[config.mk]
export PLATFORM = sky130hd
export DESIGN_NAME = box_plotter
export DESIGN_NICKNAME = d
export VERILOG_FILES = /design/src/rtl/box_plotter_pkg.sv /design/src/rtl/box_scan_counter.sv /design/src/rtl/box_plotter.sv
export SDC_FILE = /design/constraint.sdc
export NUM_CORES = 1
export LEC_CHECK = 0
export BUFFER_PORTS_ARGS = -buffer_cell sky130_fd_sc_hd__buf_4
export CAP_MARGIN = 10
export CELL_PAD_IN_SITES_DETAIL_PLACEMENT = 1
export CELL_PAD_IN_SITES_GLOBAL_PLACEMENT = 1
export CORE_AREA = 2 2 69 98
export DETAILED_ROUTE_END_ITERATION = 8
export DIE_AREA = 0 0 71 100
export GPL_TIMING_DRIVEN = 0
export PLACE_DENSITY_LB_ADDON = 0.1
export SYNTH_ARGS = -nofsm -noshare
export SYNTH_HDL_FRONTEND = slang
export SYNTH_SLANG_ARGS = --single-unit
export TNS_END_PERCENT = 5
[constraint.sdc]
create_clock -name clock -period 5.9 [get_ports clock]
set_input_delay 0 -clock clock [delete_from_list [all_inputs] [get_ports clock]]
set_output_delay 0 -clock clock [all_outputs]
set_load 0.03 [all_outputs]
[src/rtl/box_plotter_pkg.sv]
// Shared definitions for the box plotter and the arrow-drawing logic that feeds it.
package box_plotter_pkg;

  // Plotter controller states
  typedef enum logic [1:0] {
    IDLE = 2'd0,
    DRAW = 2'd1,
    DONE = 2'd2
  } state_t;

  // Visible screen area of the VGA adapter
  localparam int SCR_W = 160;
  localparam int SCR_H = 120;

  // Scan counters cover box sizes up to 16x16
  localparam int CNT_W = 4;

  // Arrow anchor coordinates (top-left corner of each arrow box)
  localparam logic [7:0] UP_X    = 8'd78;
  localparam logic [6:0] UP_Y    = 7'd54;
  localparam logic [7:0] DOWN_X  = 8'd78;
  localparam logic [6:0] DOWN_Y  = 7'd62;
  localparam logic [7:0] LEFT_X  = 8'd74;
  localparam logic [6:0] LEFT_Y  = 7'd58;
  localparam logic [7:0] RIGHT_X = 8'd82;
  localparam logic [6:0] RIGHT_Y = 7'd58;

  // Fill colours
  localparam logic [2:0] WHITE = 3'b111;
  localparam logic [2:0] GREEN = 3'b010;
  localparam logic [2:0] BLACK = 3'b000;

endpackage

[src/rtl/box_scan_counter.sv]
// Row-major scan counter over a BOX_W x BOX_H box; exposes the following
// position so the plotter can register the next pixel ahead of time.
module box_scan_counter
  import box_plotter_pkg::*;
#(
  parameter int BOX_W = 4,
  parameter int BOX_H = 4
) (
  input  logic             clock,
  input  logic             reset_n,
  input  logic             clear,
  input  logic             advance,
  output logic [CNT_W-1:0] next_cx,
  output logic [CNT_W-1:0] next_cy,
  output logic             last
);

  logic [CNT_W-1:0] cx;
  logic [CNT_W-1:0] cy;
  logic             row_end;

  assign row_end = (cx == CNT_W'(BOX_W - 1));
  assign last    = row_end && (cy == CNT_W'(BOX_H - 1));
  assign next_cx = row_end ? '0 : cx + CNT_W'(1);
  assign next_cy = row_end ? cy + CNT_W'(1) : cy;

  // Restart at the top-left on a new box, otherwise step one pixel when told to
  always_ff @(posedge clock) begin
    if (!reset_n) begin
      cx <= '0;
      cy <= '0;
    end else if (clear) begin
      cx <= '0;
      cy <= '0;
    end else if (advance) begin
      cx <= next_cx;
      cy <= next_cy;
    end
  end

endmodule

[src/rtl/box_plotter.sv]
// Accepts one box request per handshake and streams its pixels, one per
// cycle, to the VGA adapter write port, clipping anything off-screen.
module box_plotter #(
  parameter int BOX_W = 4,
  parameter int BOX_H = 4,
  parameter int X_W   = 8,
  parameter int Y_W   = 7,
  parameter int C_W   = 3,
  parameter int SCR_W = box_plotter_pkg::SCR_W,
  parameter int SCR_H = box_plotter_pkg::SCR_H
) (
  input  logic           clock,
  input  logic           reset_n,
  input  logic           req_valid,
  output logic           req_ready,
  input  logic [X_W-1:0] req_x,
  input  logic [Y_W-1:0] req_y,
  input  logic [C_W-1:0] req_color,
  output logic [X_W-1:0] vga_x,
  output logic [Y_W-1:0] vga_y,
  output logic [C_W-1:0] vga_colour,
  output logic           vga_plot,
  output logic           busy,
  output logic           done
);

  import box_plotter_pkg::*;

  state_t           state;
  state_t           state_nxt;
  logic [X_W-1:0]   bx;
  logic [Y_W-1:0]   by;
  logic [C_W-1:0]   col;
  logic [CNT_W-1:0] next_cx;
  logic [CNT_W-1:0] next_cy;
  logic             last;
  logic             accept;
  logic             advance;

  logic [X_W-1:0]   src_x;
  logic [Y_W-1:0]   src_y;
  logic [C_W-1:0]   src_c;
  logic [CNT_W-1:0] off_x;
  logic [CNT_W-1:0] off_y;
  logic [X_W:0]     sum_x;
  logic [Y_W:0]     sum_y;
  logic             in_bounds;

  logic [X_W-1:0]   x_nxt;
  logic [Y_W-1:0]   y_nxt;
  logic [C_W-1:0]   c_nxt;
  logic             plot_nxt;
  logic             done_nxt;

  assign req_ready = (state == IDLE);
  assign busy      = (state != IDLE);
  assign accept    = req_valid && req_ready;
  assign advance   = (state == DRAW) && !last;

  box_scan_counter #(
    .BOX_W(BOX_W),
    .BOX_H(BOX_H)
  ) u_scan (
    .clock  (clock),
    .reset_n(reset_n),
    .clear  (accept),
    .advance(advance),
    .next_cx(next_cx),
    .next_cy(next_cy),
    .last   (last)
  );

  // Pixel about to be loaded: pixel 0 straight from the request, else the next scan position
  always_comb begin
    src_x = bx;
    src_y = by;
    src_c = col;
    off_x = next_cx;
    off_y = next_cy;
    if (state == IDLE) begin
      src_x = req_x;
      src_y = req_y;
      src_c = req_color;
      off_x = '0;
      off_y = '0;
    end
  end

  assign sum_x     = {1'b0, src_x} + (X_W + 1)'(off_x);
  assign sum_y     = {1'b0, src_y} + (Y_W + 1)'(off_y);
  assign in_bounds = (int'(sum_x) < SCR_W) && (int'(sum_y) < SCR_H);

  // State register
  always_ff @(posedge clock) begin
    if (!reset_n) state <= IDLE;
    else          state <= state_nxt;
  end

  // Next-state logic: accept, draw every pixel, spend one cycle signalling done
  always_comb begin
    state_nxt = state;
    case (state)
      IDLE:    if (accept) state_nxt = DRAW;
      DRAW:    if (last)   state_nxt = DONE;
      DONE:    state_nxt = IDLE;
      default: state_nxt = IDLE;
    endcase
  end

  // Next values of the adapter outputs; coordinates hold whenever nothing is plotted
  always_comb begin
    x_nxt    = vga_x;
    y_nxt    = vga_y;
    c_nxt    = vga_colour;
    plot_nxt = 1'b0;
    done_nxt = 1'b0;
    case (state)
      IDLE: begin
        if (accept) begin
          x_nxt    = sum_x[X_W-1:0];
          y_nxt    = sum_y[Y_W-1:0];
          c_nxt    = src_c;
          plot_nxt = in_bounds;
        end
      end
      DRAW: begin
        if (last) begin
          done_nxt = 1'b1;
        end else begin
          x_nxt    = sum_x[X_W-1:0];
          y_nxt    = sum_y[Y_W-1:0];
          c_nxt    = src_c;
          plot_nxt = in_bounds;
        end
      end
      default: ;
    endcase
  end

  // Output registers and the latched request, captured once per box
  always_ff @(posedge clock) begin
    if (!reset_n) begin
      vga_x      <= '0;
      vga_y      <= '0;
      vga_colour <= '0;
      vga_plot   <= 1'b0;
      done       <= 1'b0;
      bx         <= '0;
      by         <= '0;
      col        <= '0;
    end else begin
      vga_x      <= x_nxt;
      vga_y      <= y_nxt;
      vga_colour <= c_nxt;
      vga_plot   <= plot_nxt;
      done       <= done_nxt;
      if (accept) begin
        bx  <= req_x;
        by  <= req_y;
        col <= req_color;
      end
    end
  end

endmodule
# Word-level counts from Yosys, hierarchy flattened
# Cells that the tools add are included.
op_classes:
  magnitude_cmp: 2
  bitwise: 1
  muxes: 23
  n_eq_ne: 6
  reduce_logical: 12
  n_addsub: 4
op_table:
  columns: ["cell", "n"]
  rows:
  - ["$mux 8", 3]
  - ["$mux 7", 3]
  - ["$mux 4", 4]
  - ["$pmux 8 s2", 1]
  - ["$pmux 7 s2", 1]
  - ["$add 8x4->9", 1]
  - ["$lt 9x8->1 const B", 1]
  - ["$mux 3", 3]
  - ["$add 4x1->4 const B", 2]
  - ["$add 7x4->8", 1]
  - ["$eq 4x2->1 const B", 2]
  - ["$lt 8x7->1 const B", 1]
  - ["$pmux 3 s2", 1]
  - ["$logic_and 1x1->1", 4]
  - ["$mux 2", 2]
  - ["$ne 2x2->1 const B", 2]
  - ["$pmux 2 s2", 1]
  - ["$reduce_and 2->1", 2]
  - ["$reduce_bool 2->1", 2]
  - ["$mux 1", 3]
  - ["$reduce_and 3->1", 1]
  - ["$eq 2x1->1 const B", 1]
  - ["$logic_not 2->1", 1]
  - ["$ne 2x1->1 const B", 1]
  - ["4 further kinds", 4]
totals:
  word_cells: 59
  input_bits: 21
  reg_bits: 48

# Longest topological paths before layout
# Gate-level depths: netlist (run 1).
logic_depth:
  word_depth: 8
  ltp_mapped: 16
  depth_no_buf: 13

# By module
# A second synthesis (run 1) with hierarchy kept.
hier_totals:
  cells_unflattened: 337
  hier_area_um2: 2652.5
by_module_without_submodules:
  columns: ["mod", "cells_per_inst", "area_each_um2", "n_inst", "seq_area_each_um2"]
  rows:
  - ["box_plotter", 285, 2193.4, 1, 800.8]
  - ["box_scan_counter", 52, 459.2, 1, 160.2]

# Least setup slack after synthesis (run 1)
# OpenSTA, ideal clock, no wires.
synth_path:
  kind: "reg2reg"
  start: "reg state[1]"
  end: "reg vga_plot"
  t_arrival_ns: 2.969
  setup_time_ns: 0.088
  synth_period_minus_slack_ns: 3.057
  path_slack_ns: 2.843
  stages_incl_launch_ff: 16
  n_path_buf: 3
  cell_sequence: "dfxtp_1 -> or2_1 -> buf_6 -> inv_4 -> buf_6 -> clkbuf_1 -> nor3_1 -> ha_1 -> inv_1 -> fa_1 -> nor2b_1 -> o21ai_0 -> a22oi_1 -> xor2_1 -> a21boi_1 -> a311oi_2"
synth_between:
  elab_chain_cells: 7
synth_rtl:
  columns: ["item", "line_no", "text"]
  rows:
  - ["from (decl)", "box_plotter.sv:29", "state_t state;"]
  - ["from (signal assigned)", "box_plotter.sv:96", "else state <= state_nxt;"]
  - ["$logic_not 2->1 *", "box_plotter.sv:55", "assign req_ready = (state == IDLE);"]
  - ["via req_ready", "box_plotter.sv:15", "output logic req_ready,"]
  - ["$mux 8, or another cell as far along", "box_plotter.sv:80", "if (state == IDLE) begin"]
  - ["$add 8x4->9 or $add 7x4->8 (tied branches)", "box_plotter.sv:89, box_plotter.sv:90", null]
  - ["$lt 9x8->1 or $lt 8x7->1 (tied branches)", "box_plotter.sv:91", "assign in_bounds = (int'(sum_x) < SCR_W) && (int'(sum_y) < SCR_H);"]
  - ["$logic_and 1x1->1", "box_plotter.sv:91", null]
  - ["$mux 1, on equally long branches", "box_plotter.sv:127, box_plotter.sv:119", null]
  - ["$pmux 1 s2 *", "box_plotter.sv:117", "case (state)"]
  - ["to (signal assigned)", "box_plotter.sv:155", "vga_plot <= plot_nxt;"]
  - ["to (decl)", "box_plotter.sv:22", "output logic vga_plot,"]
# The timed path passes the listed nets; every way through them passes the cells marked *.
# A chain may end at the register's enable or synchronous reset.

# Final worst setup path (run 1)
layout_path:
  start: "reg state[1]"
  end: "reg vga_plot"
layout_between:
  elab_chain_cells: 7
layout_rtl:
  columns: ["item", "line_no"]
  rows:
  - ["$logic_not 2->1", "box_plotter.sv:55, box_plotter.sv:80, box_plotter.sv:117"]
  - ["$mux 8, or another cell as far along", "box_plotter.sv:80"]
  - ["$add 8x4->9 or $add 7x4->8 (tied branches)", "box_plotter.sv:89, box_plotter.sv:90"]
  - ["$lt 9x8->1 or $lt 8x7->1 (tied branches)", "box_plotter.sv:91"]
  - ["$logic_and 1x1->1", "box_plotter.sv:91"]
  - ["$mux 1, on equally long branches", "box_plotter.sv:127, box_plotter.sv:119"]
  - ["$pmux 1 s2 *", "box_plotter.sv:117"]
# Every way passes the cells marked *; elsewhere a longest branch is shown, timed or not.

==> summary.txt, run 1 <==
Outcome
  • Status: finished, final reports clean

Logic synthesis
  • Synthesis warning total: 0
  • EDFF count, synth: 0
  • Syn nets: 342
  • Netlist cell types: 50
  • Gate Count Post-Synth: 309
  • Avg Cell Area, Syn: 8.63 sq um
  • Post-synthesis register bit count: 48
  • Sequential area share after synthesis: 36.0%
  • Main synth FF type: dfxtp_1
  • Asr flop ratio synth: 0%
  • Synth Cell Area: 2670 sq um

Pwr
  • Psw: 219 uW
  • Switch share: 28.3%
  • P_int: 554 uW
  • Logic pwr share: 21.3%
  • Worst VDD drop: 0.123 mV
  • Clock power share: 33.1%
  • Lkg Pwr: 0.00149 uW
  • Power per Cell Area: 229 nW/um^2
  • Sequential Power Share: 45.6%

Route
  • Post-route ant nets: 0
  • Aggregate routed wire length: 7070 microns
  • TritonRoute pass-1 iters: 4
  • Routed vias: 2354
  • Vias/cell: 5.22
  • DR iter-0 viols: 98
  • DRC: 0
  • Routed length per placed instance: 15.7 microns

Clocking
  • CTS root buf: clkbuf_8
  • Clock sinks: 48
  • Post-CTS resize count: 0
  • CTS max path bufs: 2
  • CTS tree: done
  • Inserted Clock Buffers: 5
  • Worst-skew pair later-pin latency: 310 ps
  • Clk slew on worst S/H paths: 100 ps
  • H-Tree Depth: 2

STA
  • Fin. max-slew vios: 0
  • Final hold vios: 0
  • Period utilization: 59.4%
  • Clock Skews: 10.2 ps
  • Setup ws final: 2390 ps
  • Sum Neg Setup Slack: 0 ps
  • Slew headroom: 62.3%
  • RSZ-0062 raised after global routing: false
  • Max Fclk: 285 MHz
  • Final setup viols: 0
  • Fin crit period: 3510 ps
  • Slew @ Worst Pin: 565 ps

Floorplanning
  • CORE AREA: 6350 sq um
  • Die height: 100 microns
  • Row Count: 35
  • Initial core utilization: 42.0%
  • Die ar.: 7100 sq um
  • I/O pin cnt: 43
  • Die W: 71 microns

Global routing
  • Number of global-route vias before repair: 2501
  • GRT Overall Usage: 21.3%
  • Initial antenna violation count: 0
  • Aggregate global routing overflow: 0
  • First-pass GRT wire length: 11900 microns
  • Pin count of the biggest net entering global routing: 16

Placement
  • Final GP Congestion: 0.823
  • Pre-CTS WS: 2380 ps
  • Placed cells: 425
  • PortBufs: 42
  • Detailed Place HPWL: 5320 microns

Hold path
  • Hold Crit Class: in -> reg

Finish
  • N_diodes: 0
  • Final core occ: 53.2%
  • Area grow syn2layout: 26.6%
  • Share of cells above drive strength 1: 20.4%
  • Final nets: 409
  • Fillers: 763
  • Post-route insts no fill: 451

Critical path
  • CP Launch Type: flip-flop
  • Setup CP Type: reg -> reg
  • Highest net fanout along the worst path: 10
  • CP arrival: 3740 ps
  • Worst endpoint required time: 6130 ps
  • CP endpoint kind: flip-flop

Job
  • Max-cap check violation count: 0
-- per-stage QoR --
step                      cell area, sq um  hold slack, ps  total power, uW
final                                 3380             153              773
after global routing                  3380             170              808
after CTS                             3380             163              785
after detailed placement              3080             278              516
after global placement                3080             270              512
after floorplan                       2670             145              458
-- area by class of cell --
| type | instances | area [sq um] | share of cell area [%] |
|---|---|---|---|
| Sequential cell | 48 | 961 | 28.5 |
| Buffer | 15 | 96.3 | 2.85 |
| Clock buffer | 6 | 82.6 | 2.45 |
| Timing Repair Buffer | 60 | 495 | 14.7 |
| Tap cell | 74 | 92.6 | 2.74 |
| Multi-Input combinational cell | 236 | 1570 | 46.5 |
| Inverter | 10 | 40.0 | 1.19 |
| Clock inverter | 2 | 38.8 | 1.15 |
-- what timing repair did --
action / 4_1_cts / 5_1_grt
hold buffers: 18 / 0
setup buffers: 0 / 0
endpoints found under the hold margin: 18 / 0
-- worst paths after layout --
kind                            slack [ps]                   endpoint  cells after the start                   from
worst max register to register        2390        vga_plot$_SDFF_PN0_                     15  state[1]$_SDFFE_PN0P_
worst min-delay path                   150  u_scan.cx[2]$_SDFFE_PP0P_                      3                reset_n
worst min register to register         450      vga_y[6]$_SDFFE_PN0P_                      2  vga_y[6]$_SDFFE_PN0P_
worst max-delay path                  2390        vga_plot$_SDFF_PN0_                     15  state[1]$_SDFFE_PN0P_
-- cells in the mapped netlist, types with 7 or more instances --
cell      instances  area share, %
inv_1             9            1.3
nand3_1           7            1.3
o21ai_0           7            1.3
xnor2_1           7            2.3
mux2i_1           9            3.4
dfxtp_1          48             36
a21boi_0         24            6.8
mux2_2            8            3.4
xor2_1            8            2.6
nor2_1           19            2.7
ha_1             10            4.7
o211a_1           7            2.6
nand2_1          70            9.8
-- state kept, by name, indices dropped and copies added, names as in the netlist --
name and flops:
vga_y 7, bx 8, by 7, col 3, state 2, u_scan.cx 4
vga_plot 1, vga_colour 3, vga_x 8, done 1, u_scan.cy 4
-- layer usage --
layer / global-route usage, % / part of all wire (%)
met1: 24.3 / 43
met2: 40.4 / 53
met3: 3.11 / 2.4
met4: 6.24 / 1.3
met5: 0 / 0
-- cell families (layout without fill, tap and decap cells) --
family	after synthesis	after routing	synth area share (%)
and+or+nand+nor	126	126	21.8
AOI/OAI and AO/OA	65	65	18.6
DFF	48	48	36.0
buffers and inverters	25	93	5.11
muxes	17	17	6.75
xor gates and xnor gates	16	16	5.54
adders and majority gates	12	12	6.19
-- cells in the final DEF, fill, tap and decap left out, types with 7 or more instances in the layout --
cell type,synthesis,final
nand2_1,70,70
dfxtp_1,48,48
buf_4,1,43
a21boi_0,24,24
nor2_1,19,19
dlygate4sd3_1,0,18
ha_1,10,10
inv_1,9,9
mux2i_1,9,9
mux2_2,8,8
xor2_1,8,8
xnor2_1,7,7
nand3_1,7,7
o21ai_0,7,7
o211a_1,7,7
-- worst max-delay path: stages, from the launching register on --
cell	delay, ps
dfxtp_1	490
or2_1	160
buf_6	150
inv_4	40
buf_6	140
clkbuf_1	280
nor3_1	320
ha_1	250
inv_1	80
fa_1	460
nor2b_1	120
o21ai_0	110
a22oi_1	190
xor2_1	250
a21boi_1	130
a311oi_2	240
-- power by group through the flow --
stage | Clock [uW] | Combinational (uW) | Sequential (uW)
after floorplan | 0 | 79.3 | 379
after global placement | 0 | 153 | 359
after detailed placement | 0 | 156 | 360
after CTS | 266 | 166 | 352
after global routing | 273 | 181 | 355
final | 256 | 165 | 352
No activity file was read; power rests on OpenSTA's default activity.
==> run 2, diff against run 1 <==
--- a/config.mk
+++ b/config.mk
@@ -9,9 +9,9 @@
 export CAP_MARGIN = 10
 export CELL_PAD_IN_SITES_DETAIL_PLACEMENT = 1
 export CELL_PAD_IN_SITES_GLOBAL_PLACEMENT = 1
-export CORE_AREA = 2 2 69 98
+export CORE_AREA = 2 2 71 100
 export DETAILED_ROUTE_END_ITERATION = 8
-export DIE_AREA = 0 0 71 100
+export DIE_AREA = 0 0 73 102
 export GPL_TIMING_DRIVEN = 0
 export PLACE_DENSITY_LB_ADDON = 0.1
 export SYNTH_ARGS = -nofsm -noshare
==> constraint.sdc (replaced) <==
create_clock -name clock -period 3.5 [get_ports clock]
set_input_delay 0 -clock clock [delete_from_list [all_inputs] [get_ports clock]]
set_output_delay 0 -clock clock [all_outputs]
set_load 0.03 [all_outputs]
==> run 2 against run 1 <==
Effect of this change: hold slack improved by 12 ps; critical path type unchanged; register-to-register slack got worse by 2100 ps; highest routed layer unchanged; critical endpoint is now vga_x[6]$_SDFFE_PN0P_; largest cell class unchanged; wire length increased by 0.95%.
==> summary.txt, run 2 (same netlist as run 1, synthesis figures left out) <==
STA
  • Sum Neg Setup Slack: 0 ps (unchanged)
  • Slew @ Worst Pin: 558 ps (-7.20 ps)
  • Period utilization: 92.4% (+33 points)
  • Final setup viols: 0 (unchanged)
  • Fin crit period: 3240 ps (-271 ps)
  • Max Fclk: 309 MHz (+8.4%)
  • Clock Skews: 7.85 ps (-2.37 ps)
  • Slew headroom: 62.5% (+0.16 points)
  • Fin. max-slew vios: 0 (unchanged)
  • Final hold vios: 0 (unchanged)
  • RSZ-0062 raised after global routing: false

Floorplanning
  • Die W: 73 microns (+2.8%)
  • CORE AREA: 6530 sq um (+2.8%)
  • Die ar.: 7450 sq um (+4.9%)
  • Initial core utilization: 40.9% (-1.1 points)
  • Row Count: 35 (unchanged)
  • I/O pin cnt: 43 (unchanged)
  • Die height: 102 microns (+2.0%)

Route
  • DR iter-0 viols: 77 (-21%)
  • Routed length per placed instance: 15.8 microns (+0.72%)
  • DRC: 0 (unchanged)
  • Aggregate routed wire length: 7140 microns (+0.95%)
  • TritonRoute pass-1 iters: 4 (unchanged)
  • Vias/cell: 5.28 (+1.1%)
  • Routed vias: 2386 (+1.4%)
  • Post-route ant nets: 0 (unchanged)

Placement
  • PortBufs: 42 (unchanged)
  • Detailed Place HPWL: 5420 microns (+1.8%)
  • Final GP Congestion: 0.841 (+2.1%)

Clocking
  • Clock sinks: 48 (unchanged)
  • CTS max path bufs: 2 (unchanged)
  • Worst-skew pair later-pin latency: 310 ps (about the same)
  • Inserted Clock Buffers: 5 (unchanged)
  • H-Tree Depth: 2 (unchanged)
  • CTS root buf: clkbuf_8
  • CTS tree: done
  • Clk slew on worst S/H paths: 90 ps (about the same)

Finish
  • Final core occ: 51.6% (-1.6 points)
  • Most common library cell in the layout ignoring fill and taps: nand2_1
  • Top flop regs: bx x8, vga_x x8
  • Final nets: 410 (+0.24%)
  • Fillers: 786 (+3.0%)
  • Share of cells above drive strength 1: 21.2% (+0.74 points)
  • N_diodes: 0 (unchanged)
  • Area grow syn2layout: 26.2%
  • Most frequent cells in the layout: nand2_1, dfxtp_1, buf_4

Critical path
  • Reg2reg start: state[0]$_SDFFE_PN0P_
  • Worst R2R Path Depth: 17 (+2)
  • Flop2flop setup slack: 260 ps (-2130 ps)
  • CP arrival: 3440 ps (-300 ps)
  • CP endpoint kind: flip-flop
  • Highest net fanout along the worst path: 10 (unchanged)
  • Worst endpoint required time: 3710 ps (-2420 ps)
  • CP Launch Type: flip-flop
  • Setup CP Type: reg -> reg
  • Reg2reg end: vga_x[6]$_SDFFE_PN0P_

Hold path
  • Hold Crit Class: in -> reg
  • Hold Crit Endpoint: u_scan.cx[2]$_SDFFE_PP0P_
  • Hold Crit Start: reset_n
  • Hold Crit Depth: 3 (unchanged)

Global routing
  • GRT Overall Usage: 20.7% (-0.63 points)
  • Number of global-route vias before repair: 2456 (-1.8%)
  • Initial antenna violation count: 0 (unchanged)
  • Pin count of the biggest net entering global routing: 15 (-1)
  • Aggregate global routing overflow: 0 (unchanged)
  • First-pass GRT wire length: 11700 microns (-1.6%)

Outcome
  • Status: finished, final reports clean

Job
  • Max-cap check violation count: 0 (unchanged)

Pwr
  • Worst VDD drop: 0.194 mV (+59%)
  • Power per Cell Area: 366 nW/um^2 (+60%)
  • Lkg Pwr: 0.00148 uW (-0.37%)
[run 2: changes by cell type in the layout (fill, tap and decap cells not counted), sizes merged]
| cell | delta |
|---|---|
| clkinv | -1 |
| clkbuf | +1 |
| bufinv | -1 |
| clkinvlp | +1 |
| buf | +1 |
[run 2: report_power, final]
group,leakage [uW],switching [uW],internal (uW)
combinational,0.00104,156,125
clock,0.0000445,196,161
sequential,0.000394,16.3,577
total,0.00148,368,863
[run 2: critical path, stage by stage (launching register included)]
cell and delay, ps:
dfxtp_1 320, buf_6 130, or2_1 230, buf_6 150, inv_4 60, buf_6 140, buf_4 220, mux2_2 180
ha_1 210, inv_1 80, fa_1 460, nor2b_1 140, o21ai_1 90, a22oi_1 180, xor2_1 210, buf_4 140
nor2_1 30, o21a_1 170
[run 2: final cells by class]
cell class | instances | area (sq um) | area share, %
repair buffers | 61 | 503 | 14.9
well taps | 74 | 92.6 | 2.75
multi-input cells | 236 | 1580 | 46.8
flip-flops and latches | 48 | 962 | 28.6
clock inverters | 1 | 7.51 | 0.223
inverters | 10 | 40.0 | 1.19
clock buffers | 7 | 86.3 | 2.56
plain buffers | 15 | 100 | 2.97
[run 2: timing repair]
action	4_1_cts	5_1_grt
hold buffers	18	0
setup endpoints to repair	0	2
gates resized for setup	0	7
hold endpoints to repair	18	0
buffers inserted	0	1
[run 2: worst max path at each step]
stage,startpoint,end,slack [ps],cells past startpoint
3_5_place_dp,state[1]$_SDFFE_PN0P_,vga_plot$_SDFF_PN0_,40,15
2_1_floorplan,state[1]$_SDFFE_PN0P_,vga_plot$_SDFF_PN0_,440,15
4_1_cts,state[1]$_SDFFE_PN0P_,vga_plot$_SDFF_PN0_,20,15
3_3_place_gp,state[1]$_SDFFE_PN0P_,vga_plot$_SDFF_PN0_,150,15
5_1_grt,state[0]$_SDFFE_PN0P_,vga_x[6]$_SDFFE_PN0P_,20,17
6_report,state[0]$_SDFFE_PN0P_,vga_x[6]$_SDFFE_PN0P_,260,17
[run 2: per-stage QoR]
stage                     setup WS [ps]  hold slack (ps)  total power, uW  instance area (sq um)  instances
after floorplan                     443              145              773                   2670        309
after global placement              150              268              862                   3080        425
after detailed placement           37.0              278              870                   3080        425
after CTS                          24.7              162             1240                   3350        451
after global routing               22.2              185             1300                   3370        452
final                               264              166             1230                   3370        452
[run 2: metal layers]
layer  share of wire (%)  track usage (%)
met1                  42             23.3
met2                  54             39.1
met3                 1.9             2.76
met4                 1.5             6.84
met5                   0                0
